`src/rtl/dfp_pkg.sv`:
```
// Shared constants, state encoding and result bundle for the double-precision divider.
package dfp_pkg;

  localparam int F_INVALID   = 0;
  localparam int F_DIVZERO   = 1;
  localparam int F_OVERFLOW  = 2;
  localparam int F_UNDERFLOW = 3;
  localparam int F_INEXACT   = 4;
  localparam int F_ZERO      = 5;
  localparam int F_INF       = 6;
  localparam int F_NAN       = 7;

  localparam int BIAS      = 1023;
  localparam int EXP_MAX   = 2047;
  localparam int DIV_ITERS = 55;

  localparam logic [63:0] QNAN    = 64'h7FF8_0000_0000_0000;
  localparam logic [63:0] POS_INF = 64'h7FF0_0000_0000_0000;

  typedef enum logic [2:0] {
    S_IDLE,
    S_CHECK,
    S_DIV,
    S_ROUND,
    S_DONE
  } state_t;

  typedef struct packed {
    logic [63:0] res;
    logic [7:0]  flags;
  } result_t;

endpackage

```
`src/rtl/dfp_divider_if.sv`:
```
// Issue / completion handshake bundle between a reservation station, the divider and the CDB.
interface dfp_divider_if #(
  parameter int TAG_W = 4
);
  logic             in_valid;
  logic             in_ready;
  logic [TAG_W-1:0] in_tag;
  logic             sa;
  logic             sb;
  logic [10:0]      ea;
  logic [10:0]      eb;
  logic [51:0]      ma;
  logic [51:0]      mb;
  logic             out_valid;
  logic             out_ready;
  logic [TAG_W-1:0] out_tag;
  logic [63:0]      res;
  logic [7:0]       flags;

  modport master (
    output in_valid, in_tag, sa, sb, ea, eb, ma, mb, out_ready,
    input  in_ready, out_valid, out_tag, res, flags
  );

  modport slave (
    input  in_valid, in_tag, sa, sb, ea, eb, ma, mb, out_ready,
    output in_ready, out_valid, out_tag, res, flags
  );
endinterface

```
`src/rtl/dfp_div_core.sv`:
```
// Radix-2 restoring mantissa divider: one quotient bit per cycle, DIV_ITERS cycles per start.
module dfp_div_core
  import dfp_pkg::*;
(
  input  logic        clk,
  input  logic        rst_n,
  input  logic        start,
  input  logic [52:0] dividend,
  input  logic [52:0] divisor,
  output logic [54:0] q,
  output logic        sticky,
  output logic        done
);
  // rem stays below 2*divisor, so one spare bit above the divisor width is enough
  logic [54:0] rem;
  logic [52:0] dvs;
  logic [55:0] diff;
  logic [54:0] rem_sel;
  logic [5:0]  cnt;
  logic        busy;
  logic        qbit;

  assign diff    = {1'b0, rem} - {3'b000, dvs};
  assign qbit    = ~diff[55];
  assign rem_sel = qbit ? diff[54:0] : rem;
  assign done    = busy && (cnt == 6'(DIV_ITERS - 1));
  assign sticky  = |rem;

  always_ff @(posedge clk or negedge rst_n) begin
    if (!rst_n) begin
      busy <= 1'b0;
      cnt  <= '0;
    end else if (start) begin
      busy <= 1'b1;
      cnt  <= '0;
    end else if (busy) begin
      cnt <= cnt + 6'd1;
      if (done) busy <= 1'b0;
    end
  end

  always_ff @(posedge clk) begin
    if (start) begin
      rem <= {2'b00, dividend};
      dvs <= divisor;
      q   <= '0;
    end else if (busy) begin
      rem <= rem_sel << 1;
      q   <= {q[53:0], qbit};
    end
  end

endmodule

```
`src/rtl/dfp_divider.sv`:
```
// Multi-cycle IEEE-754 double divider FU: classify, iterate, round to nearest even, hold for CDB.
module dfp_divider
  import dfp_pkg::*;
#(
  parameter int TAG_W = 4
) (
  input logic          clk,
  input logic          rst_n,
  dfp_divider_if.slave bus
);
  localparam logic signed [12:0] BIAS_S  = 13'(BIAS);
  localparam logic signed [12:0] EXP_LIM = 13'(EXP_MAX);

  state_t             state, state_nxt;
  logic               sa_r, sb_r, sign;
  logic [10:0]        ea_r, eb_r;
  logic [51:0]        ma_r, mb_r;
  logic [TAG_W-1:0]   tag_r, out_tag_r;
  logic signed [12:0] exp_r, exp_c;
  logic [63:0]        res_r;
  logic [7:0]         flags_r;
  logic               a_zero, b_zero, a_inf, b_inf, a_nan, b_nan, special;
  logic               core_start, core_sticky, core_done;
  logic [54:0]        core_q;
  result_t            spec_out, rnd_out;

  function automatic result_t round_rne(input logic [54:0] qv, input logic stk,
                                        input logic signed [12:0] e_in, input logic sgn);
    result_t            o;
    logic [51:0]        mant;
    logic [52:0]        mr;
    logic               g, r, up;
    logic signed [12:0] e;
    if (qv[54]) begin
      mant = qv[53:2]; g = qv[1]; r = qv[0]; e = e_in;
    end else begin
      mant = qv[52:1]; g = qv[0]; r = 1'b0; e = e_in - 13'sd1;
    end
    up = g & (r | stk | mant[0]);
    mr = {1'b0, mant} + 53'(up);
    if (mr[52]) e = e + 13'sd1;
    o = '0;
    o.flags[F_INEXACT] = g | r | stk;
    if (e >= EXP_LIM) begin
      o.res = {sgn, POS_INF[62:0]};
      o.flags[F_OVERFLOW] = 1'b1; o.flags[F_INEXACT] = 1'b1; o.flags[F_INF] = 1'b1;
    end else if (e <= 13'sd0) begin
      o.res = {sgn, 63'd0};
      o.flags[F_UNDERFLOW] = 1'b1; o.flags[F_INEXACT] = 1'b1; o.flags[F_ZERO] = 1'b1;
    end else begin
      o.res = {sgn, e[10:0], mr[51:0]};
    end
    return o;
  endfunction

  dfp_div_core u_core (
    .clk      (clk),
    .rst_n    (rst_n),
    .start    (core_start),
    .dividend ({1'b1, ma_r}),
    .divisor  ({1'b1, mb_r}),
    .q        (core_q),
    .sticky   (core_sticky),
    .done     (core_done)
  );

  // subnormals are flushed: a zero exponent is treated as zero whatever the fraction
  assign sign   = sa_r ^ sb_r;
  assign a_zero = (ea_r == 11'd0);
  assign b_zero = (eb_r == 11'd0);
  assign a_inf  = (ea_r == 11'h7FF) && (ma_r == '0);
  assign b_inf  = (eb_r == 11'h7FF) && (mb_r == '0);
  assign a_nan  = (ea_r == 11'h7FF) && (ma_r != '0);
  assign b_nan  = (eb_r == 11'h7FF) && (mb_r != '0);
  assign exp_c  = $signed({2'b00, ea_r}) - $signed({2'b00, eb_r}) + BIAS_S;
  assign rnd_out = round_rne(core_q, core_sticky, exp_r, sign);

  always_comb begin
    spec_out = '0;
    special  = 1'b1;
    if (a_nan || b_nan || (a_zero && b_zero) || (a_inf && b_inf)) begin
      spec_out.res = QNAN;
      spec_out.flags[F_INVALID] = 1'b1; spec_out.flags[F_NAN] = 1'b1;
    end else if (a_inf) begin
      spec_out.res = {sign, POS_INF[62:0]};
      spec_out.flags[F_INF] = 1'b1;
    end else if (b_zero) begin
      spec_out.res = {sign, POS_INF[62:0]};
      spec_out.flags[F_DIVZERO] = 1'b1; spec_out.flags[F_INF] = 1'b1;
    end else if (a_zero || b_inf) begin
      spec_out.res = {sign, 63'd0};
      spec_out.flags[F_ZERO] = 1'b1;
    end else begin
      special = 1'b0;
    end
  end

  always_ff @(posedge clk or negedge rst_n) begin
    if (!rst_n) state <= S_IDLE;
    else        state <= state_nxt;
  end

  always_comb begin
    state_nxt  = state;
    core_start = 1'b0;
    unique case (state)
      S_IDLE:  if (bus.in_valid) state_nxt = S_CHECK;
      S_CHECK: begin
        if (special) begin
          state_nxt = S_DONE;
        end else begin
          state_nxt  = S_DIV;
          core_start = 1'b1;
        end
      end
      S_DIV:   if (core_done) state_nxt = S_ROUND;
      S_ROUND: state_nxt = S_DONE;
      S_DONE:  if (bus.out_ready) state_nxt = S_IDLE;
      default: state_nxt = S_IDLE;
    endcase
  end

  always_ff @(posedge clk) begin
    if (state == S_IDLE && bus.in_valid) begin
      sa_r  <= bus.sa;  sb_r <= bus.sb;
      ea_r  <= bus.ea;  eb_r <= bus.eb;
      ma_r  <= bus.ma;  mb_r <= bus.mb;
      tag_r <= bus.in_tag;
    end
    if (state == S_CHECK) exp_r <= exp_c;
  end

  always_ff @(posedge clk or negedge rst_n) begin
    if (!rst_n) begin
      res_r     <= '0;
      flags_r   <= '0;
      out_tag_r <= '0;
    end else if (state == S_CHECK && special) begin
      res_r     <= spec_out.res;
      flags_r   <= spec_out.flags;
      out_tag_r <= tag_r;
    end else if (state == S_ROUND) begin
      res_r     <= rnd_out.res;
      flags_r   <= rnd_out.flags;
      out_tag_r <= tag_r;
    end
  end

  assign bus.in_ready  = (state == S_IDLE);
  assign bus.out_valid = (state == S_DONE);
  assign bus.res       = res_r;
  assign bus.flags     = flags_r;
  assign bus.out_tag   = out_tag_r;

endmodule

```
`src/flat_wrapper.sv`:
```
// flat-port wrapper written by rule: the top's interface ports become plain ports
module dfp_divider_flat import dfp_pkg::*;
#(
  parameter int TAG_W = 4
)
  (clk, rst_n, bus_in_valid, bus_in_tag, bus_sa, bus_sb, bus_ea, bus_eb, bus_ma, bus_mb, bus_out_ready, bus_in_ready, bus_out_valid, bus_out_tag, bus_res, bus_flags);
  dfp_divider_if #(.TAG_W(TAG_W)) bus_i ();
  input logic clk;
  input logic rst_n;
  input wire logic [$bits(bus_i.in_valid)-1:0] bus_in_valid;
  input wire logic [$bits(bus_i.in_tag)-1:0] bus_in_tag;
  input wire logic [$bits(bus_i.sa)-1:0] bus_sa;
  input wire logic [$bits(bus_i.sb)-1:0] bus_sb;
  input wire logic [$bits(bus_i.ea)-1:0] bus_ea;
  input wire logic [$bits(bus_i.eb)-1:0] bus_eb;
  input wire logic [$bits(bus_i.ma)-1:0] bus_ma;
  input wire logic [$bits(bus_i.mb)-1:0] bus_mb;
  input wire logic [$bits(bus_i.out_ready)-1:0] bus_out_ready;
  output wire logic [$bits(bus_i.in_ready)-1:0] bus_in_ready;
  output wire logic [$bits(bus_i.out_valid)-1:0] bus_out_valid;
  output wire logic [$bits(bus_i.out_tag)-1:0] bus_out_tag;
  output wire logic [$bits(bus_i.res)-1:0] bus_res;
  output wire logic [$bits(bus_i.flags)-1:0] bus_flags;
  assign bus_i.in_valid = bus_in_valid;
  assign bus_i.in_tag = bus_in_tag;
  assign bus_i.sa = bus_sa;
  assign bus_i.sb = bus_sb;
  assign bus_i.ea = bus_ea;
  assign bus_i.eb = bus_eb;
  assign bus_i.ma = bus_ma;
  assign bus_i.mb = bus_mb;
  assign bus_i.out_ready = bus_out_ready;
  assign bus_in_ready = bus_i.in_ready;
  assign bus_out_valid = bus_i.out_valid;
  assign bus_out_tag = bus_i.out_tag;
  assign bus_res = bus_i.res;
  assign bus_flags = bus_i.flags;
  dfp_divider #(.TAG_W(TAG_W)) u_core (.clk(clk), .rst_n(rst_n), .bus(bus_i));
endmodule
```
`config.mk`:
```
export PLATFORM = sky130hd
export DESIGN_NAME = dfp_divider_flat
export DESIGN_NICKNAME = d
export VERILOG_FILES = /design/src/rtl/dfp_pkg.sv /design/src/rtl/dfp_divider_if.sv /design/src/rtl/dfp_div_core.sv /design/src/rtl/dfp_divider.sv /design/src/flat_wrapper.sv
export SDC_FILE = /design/constraint.sdc
export NUM_CORES = 1
export LEC_CHECK = 0
export CAP_MARGIN = 0
export CORE_MARGIN = 2
export CORE_UTILIZATION = 31
export CTS_BUF_LIST = sky130_fd_sc_hd__clkbuf_8
export CTS_CLUSTER_DIAMETER = 100
export DETAILED_ROUTE_END_ITERATION = 6
export PLACE_DENSITY_LB_ADDON = 0.05
export SKIP_LAST_GASP = 1
export SLEW_MARGIN = 20
export SYNTH_ARGS = -nofsm -noshare
export SYNTH_HDL_FRONTEND = slang
export SYNTH_SLANG_ARGS = --single-unit
```
`constraint.sdc`:
```
create_clock -name clk -period 6.75 [get_ports clk]
set_input_delay 1.35 -clock clk [delete_from_list [all_inputs] [get_ports clk]]
set_output_delay 1.35 -clock clk [all_outputs]
set_load 0.1 [all_outputs]
```
# [Yosys cells after proc, flatten, opt, wreduce, memory -nomap -nowiden]
# Index checks and enable logic that the tools add are counted.
[classes] addsub=7 n_mul=0 div=0 order_cmp=2 n_eq_ne=10 shift=0 muxes=49 n_bitwise=7 reduce_logical=24
[op_table] operator="two-way mux 64 bit" n=6
[op_table] operator="two-way mux 52 bit" n=3
[op_table] operator="two-way mux 63 bit" n=2
[op_table] operator="logical NOT 52 bit" n=2
[op_table] operator="nonzero test 52 bit" n=2
[op_table] operator="subtractor 55 x 53 -> 56 bit" n=1
[op_table] operator="OR reduction 55 bit" n=1
[op_table] operator="two-way mux 54 bit" n=1
[op_table] operator="adder 52 x 1 -> 53 bit" n=1
[op_table] operator="two-way mux 13 bit" n=2
[op_table] operator="== test 11 bit (second input constant)" n=2
[op_table] operator="logical NOT 11 bit" n=2
[op_table] operator="two-way mux 1 bit" n=22
[op_table] operator="two-way mux 8 bit" n=2
[op_table] operator="two-way mux 3 bit" n=5
[op_table] operator="one-hot mux 3 bit (5 select lines)" n=1
[op_table] operator="adder 13 x 11 -> 13 bit (second input constant)" n=1
[op_table] operator="adder 13 x 2 -> 13 bit (second input constant)" n=1
[op_table] operator="greater-or-equal comparator 13 x 12 -> 1 bit (second input constant)" n=1
[op_table] operator="less-or-equal comparator 13 x 1 -> 1 bit (second input constant)" n=1
[op_table] operator="subtractor 13 x 2 -> 13 bit (second input constant)" n=1
[op_table] operator="two-way mux 6 bit" n=2
[op_table] operator="subtractor 11 x 11 -> 12 bit" n=1
[op_table] operator="logical AND 1 bit" n=9
[op_table] operator="other kinds (17)" n=27
[totals] reg_bits=393 latch_bits=0 mem_bits_rw=0 romBits=0 output_inout_bits=78 word_cells=117 n_memories=0

# [Depth between registers and ports, before layout]
[logic_depth] ltp_word=11 ltp_mapped=24 depth_no_buf=14

# [Cells and area by module]
# A second synthesis with hierarchy kept.
[hier_totals] cells_unflattened=2175 hier_area_um2=22308.9
[modules_own_cells] module="dfp_divider" instances=1 cells_each=1092 area_per_inst_um2=12319.3 seq_area_each_um2=6306.0
[modules_own_cells] module="dfp_div_core" instances=1 cells_each=1083 area_per_inst_um2=9989.6 seq_area_each_um2=4499.3

# [Worst setup path before layout]
# Ideal clock, no wire load.
[synth_timing] path_type="reg2reg" start="register u_core.state[1]" end="register u_core.ea_r[0], enable pin" arrival_ns=5.903 required_time_ns=6.246 slack_ns=0.343 path_stages_with_launch=4 path_buffers=1 synth_period_minus_slack_ns=6.407 path_cell_list="dfrtp_1 > clkbuf_1 > nor3_1 > and2_1"
[synth_between] elab_chain_cells=2
[synth_lines] element="start: declaration" line="dfp_divider.sv:14" text="state_t state, state_nxt;"
[synth_lines] element="start signal: assignment" line="dfp_divider.sv:100" text="else state <= state_nxt;"
[synth_lines] element="logical NOT 3 bit"
[synth_lines] element="named net bus_in_ready" line="flat_wrapper.sv:19" text="output wire logic [$bits(bus_i.in_ready)-1:0] bus_in_ready;"
[synth_lines] element="logical AND 1 bit" line="dfp_divider.sv:124" text="if (state == S_IDLE && bus.in_valid) begin"
[synth_lines] element="end signal: assignment" line="dfp_divider.sv:126" text="ea_r <= bus.ea; eb_r <= bus.eb;"
[synth_lines] element="end: declaration" line="dfp_divider.sv:16" text="logic [10:0] ea_r, eb_r;"
# The timed path passes the listed nets, and every way through them passes these cells.
# A chain may end at the register's enable or synchronous reset.

# [Final worst setup path]
[layout_timing] start="register u_core.u_core.q[54]" end="register u_core.res_r[14], in the netlist u_core.bus.res[14]"
[layout_between] elab_chain_cells=11
[layout_lines] element="start: declaration" line="dfp_div_core.sv:10" text="output logic [54:0] q,"
[layout_lines] element="start signal: assignment" line="dfp_div_core.sv:49" text="q <= {q[53:0], qbit};"
[layout_lines] element="two-way mux 1 bit" line="dfp_divider.sv:34" text="if (qv[54]) begin"
[layout_lines] element="bitwise OR 1 bit (2 in a row)" line="dfp_divider.sv:39" text="up = g & (r | stk | mant[0]);"
[layout_lines] element="AND 1 bit" line="dfp_divider.sv:39"
[layout_lines] element="adder 52 x 1 -> 53 bit" line="dfp_divider.sv:40" text="mr = {1'b0, mant} + 53'(up);"
[layout_lines] element="two-way mux 13 bit" line="dfp_divider.sv:41" text="if (mr[52]) e = e + 13'sd1;"
[layout_lines] element="less-or-equal comparator 13 x 1 -> 1 bit" line="dfp_divider.sv:47" text="end else if (e <= 13'sd0) begin"
[layout_lines] element="two-way mux 63 bit" line="dfp_divider.sv:47"
[layout_lines] element="two-way mux 63 bit *" line="dfp_divider.sv:44" text="if (e >= EXP_LIM) begin"
[layout_lines] element="two-way mux 64 bit *" line="dfp_divider.sv:142" text="end else if (state == S_ROUND) begin"
[layout_lines] element="two-way mux 64 bit *" line="dfp_divider.sv:138" text="end else if (state == S_CHECK && special) begin"
[layout_lines] element="end signal: assignment" line="dfp_divider.sv:139" text="res_r <= spec_out.res;"
[layout_lines] element="end signal: assignment" line="dfp_divider.sv:143" text="res_r <= rnd_out.res;"
[layout_lines] element="end: declaration" line="dfp_divider.sv:20" text="logic [63:0] res_r;"
# Mark *: on every way between the ends. The rest lies on a longest branch, timed or not. The select of a mux whose other input is x is not followed.

==> impl_metrics.toml <==
[grt]
grt-busiest-layer = "met2"
grt_pass1_wl_mm = 100
grtUsageMet1 = 0.231
grt_max_degree = 133
grt_pass1_vias = 17205
use_met3 = 0.0317
grt-ovfl-total = 0
antenna_found_initial = 2
globalRouteMet2Util = 0.310
grt_usage = 0.182

[min_path]
hold_path.class = "register to register"

[critical_path]
crit_required_ns = 7.31
worst-r2r-setup-slack_ns = 1.74
crit_fanout = 50
end_kind = "register"
crit_type = "register to register"
startpoint_type = "register"
arrival_ns = 5.57

[power_and_ir_drop]
pwr_density_cell_mw_per_mm2 = 467
peakVddDrop_uv = 286
p_leak_nw = 10.3

[cts]
cts_num_sinks = 392
htree_levels = 3
cts_root_buf = "clkbuf_8"
clockBufferDepth = 3
cts_setup_buffers = 0
path_clk_slew_ns = 0.06
cts_tree = "built"
cts_buffers = 74
cts_resized = 0
worstSkewPairLatency_ns = 0.67
hold_buffers = 0

[placement]
gp_congestion = 0.890
place_area_mm2 = 0.0245
io_buffers = 213
dp_hpwl_mm = 48.1

[timing]
holdWs_ns = 0.439
timing.final.crit_share = 0.742
period_minus_slack_ns = 5.01
max_slew_margin = 0.269
skew_ns = 0.0339
rsz0062_at_grt = "no"
setup_viol = 0
hold_violations = 0
worst_slew_pin_slew_ns = 1.09
fmax_ghz = 0.200
drv_slew = 0
final.setup.tns_ns = 0

[synthesis]
yosys_warnings = 0
ys_types = 88
synth_edf_count = 249
ys_seq_elements = 392
synthesis.area_mm2 = 0.0215
synthFlopType = "edfxtp_1"
synthArstFlopShare = 0.217
synth.avg_cell_area_um2 = 9.92
synth_nets = 2375
syn_inst = 2168
synth-seq-area-share = 0.501

[finish]
fin_area_mm2 = 0.0259
drive_gt1_frac = 0.0694
fin_nets = 2560
area_growth_pct = 20.5

[floorplan]
num_io_pins = 214
fp.dieArea_mm2 = 0.0715
initial_core_util = 0.313
fp.dieH_um = 267
die_x_um = 267
std_cell_rows = 96
core_area_mm2 = 0.0686

[route]
drt-total-wl_mm = 65.2
dr.pass1.iters = 5
ant_nets = 0
routed-via-count = 16912
wl_per_cell_um = 19.5
drt_iter0_drc = 990
post-route-drc-count = 0
viasPerCell = 5.06

[status]
status = "finished clean"

[run]
max_cap_viol_count = 0
==> cells in the mapped netlist, types with 37 or more instances <==
| library cell | n | area share |
|---|---|---|
| xnor2_1 | 59 | 0.024 |
| nor4_1 | 50 | 0.015 |
| nor2_1 | 215 | 0.038 |
| dfrtp_1 | 85 | 0.099 |
| nand3_1 | 52 | 0.012 |
| a21oi_1 | 159 | 0.037 |
| inv_1 | 108 | 0.019 |
| edfxtp_1 | 249 | 0.35 |
| xor2_1 | 57 | 0.023 |
| mux2i_1 | 77 | 0.036 |
| nand2_1 | 221 | 0.039 |
| a21o_1 | 45 | 0.016 |
| clkbuf_1 | 88 | 0.015 |
| dfxtp_1 | 58 | 0.054 |
| a211oi_1 | 38 | 0.013 |
| o21ai_0 | 117 | 0.027 |
| nand4_1 | 37 | 0.011 |
| ha_1 | 69 | 0.040 |
==> path summary, 6_finish.rpt <==
path                            cells past startpoint           startpoint               endpoint
worst min register to register                      0      u_core.mb_r[48]  u_core.u_core.dvs[48]
min in group asynchronous                           1                rst_n     u_core.bus.res[19]
worst max-delay path                               13  u_core.u_core.q[54]     u_core.bus.res[14]
worst min-delay path                                0      u_core.mb_r[48]  u_core.u_core.dvs[48]
worst max register to register                     13  u_core.u_core.q[54]     u_core.bus.res[14]
max in group asynchronous                           2                rst_n     u_core.u_core.busy
==> registers in the layout, summed over array words and instances, names as in the netlist, 3 cells and up <==
| register | cells |
|---|---|
| u_core.mb_r | 52 |
| u_core.ea_r | 11 |
| u_core.state | 3 |
| u_core.tag_r | 4 |
| u_core.u_core.dvs | 52 |
| u_core.u_core.rem | 55 |
| u_core.eb_r | 11 |
| u_core.bus.res | 64 |
| u_core.bus.flags | 7 |
| u_core.exp_r | 13 |
| u_core.u_core.q | 55 |
| u_core.u_core.cnt | 6 |
| u_core.ma_r | 52 |
| u_core.bus.out_tag | 4 |
==> metal layers <==
| layer | up-vias | wire length (um) |
|---|---|---|
| met1 | 8131 | 29300 |
| met3 | 109 | 2620 |
| met4 | 2 | 1960 |
| met5 | - | 12 |
| li1 | 8303 | - |
| met2 | 367 | 31300 |
==> area by class of cell <==
type | instances | area, um^2
Inverter | 109 | 412
Clock buffer | 88 | 1210
Fill cell | 6818 | 42700
Clock inverter | 43 | 234
Tap cell | 931 | 1160
Sequential cell | 392 | 10800
Timing Repair Buffer | 230 | 2270
Antenna cell | 1 | 2.50
Multi-Input combinational cell | 1546 | 9840
==> critical path: stages, from the launching register on <==
cell and delay [ns]:
dfxtp_4 0.72, nand2_1 0.14, a21boi_0 0.21, ha_1 0.24
nand3_1 0.14, nand4bb_1 0.31, or4_4 0.63, nor3_4 0.59
nand4b_1 0.21, mux2i_1 0.21, xor2_1 0.33, and3b_4 0.36
nand2_4 0.31, o41ai_1 0.46
==> through the flow <==
| step | util | power [mW] | setup slack [ns] | cells |
|---|---|---|---|---|
| floorplan | - | 8.19 | 0.343 | 2168 |
| global route | 0.378 | 13.0 | 1.34 | 3340 |
| finish | 0.378 | 12.1 | 1.74 | 3340 |
| global placement | 0.357 | 9.83 | 1.80 | 3208 |
| detailed placement | 0.357 | 9.84 | 1.68 | 3208 |
| CTS | 0.378 | 12.2 | 1.67 | 3339 |
==> cell usage in the layout, fill, tap and decap left out, types with 9 or more instances in the layout <==
master           Yosys  layout
inv_1              108     131
clkbuf_8             0      88
a211oi_1            38      38
dfxtp_1             58      57
edfxtp_1           249     249
o21bai_1             9       9
a21oi_1            159     159
and3_1              23      23
nor3_1              31      31
o31ai_1             17      17
clkdlybuf4s50_1      0     212
nor4_1              50      49
a211o_1             11      11
a21boi_0             9       9
nand4_1             37      37
a21o_1              45      45
mux2_2              13      13
xnor2_1             59      59
buf_4                3      17
o211ai_1            10      10
o21a_1               9       9
nand3_1             52      52
o21ai_0            117     117
ha_1                69      69
nor2_1             215     215
and2_1              15      14
a31oi_1             23      22
mux2i_1             77      77
dfrtp_1             85      84
clkinv_1             0      10
nor2b_1             16      16
xor2_1              57      57
nand2_1            221     220
nand2b_1            24      24
==> power breakdown <==
part / switching (mW) / internal, mW / total (mW)
logic: 3.65 / 2.01 / 5.66
clock network: 1.06 / 1.25 / 2.31
registers: 0.625 / 3.51 / 4.13
==> cells by family (layout without fill, tap and decap cells) <==
family,after synthesis,after routing,synth area share
and+or+nand+nor,733,733,0.163
AOI/OAI and AO/OA,536,536,0.161
DFF,392,392,0.501
buffers and inverters,230,470,0.0433
xor gates and xnor gates,116,116,0.0473
muxes,90,90,0.0427
adders and majority gates,71,71,0.0420
other,0,1,0
(Power assumes the default switching activity.)
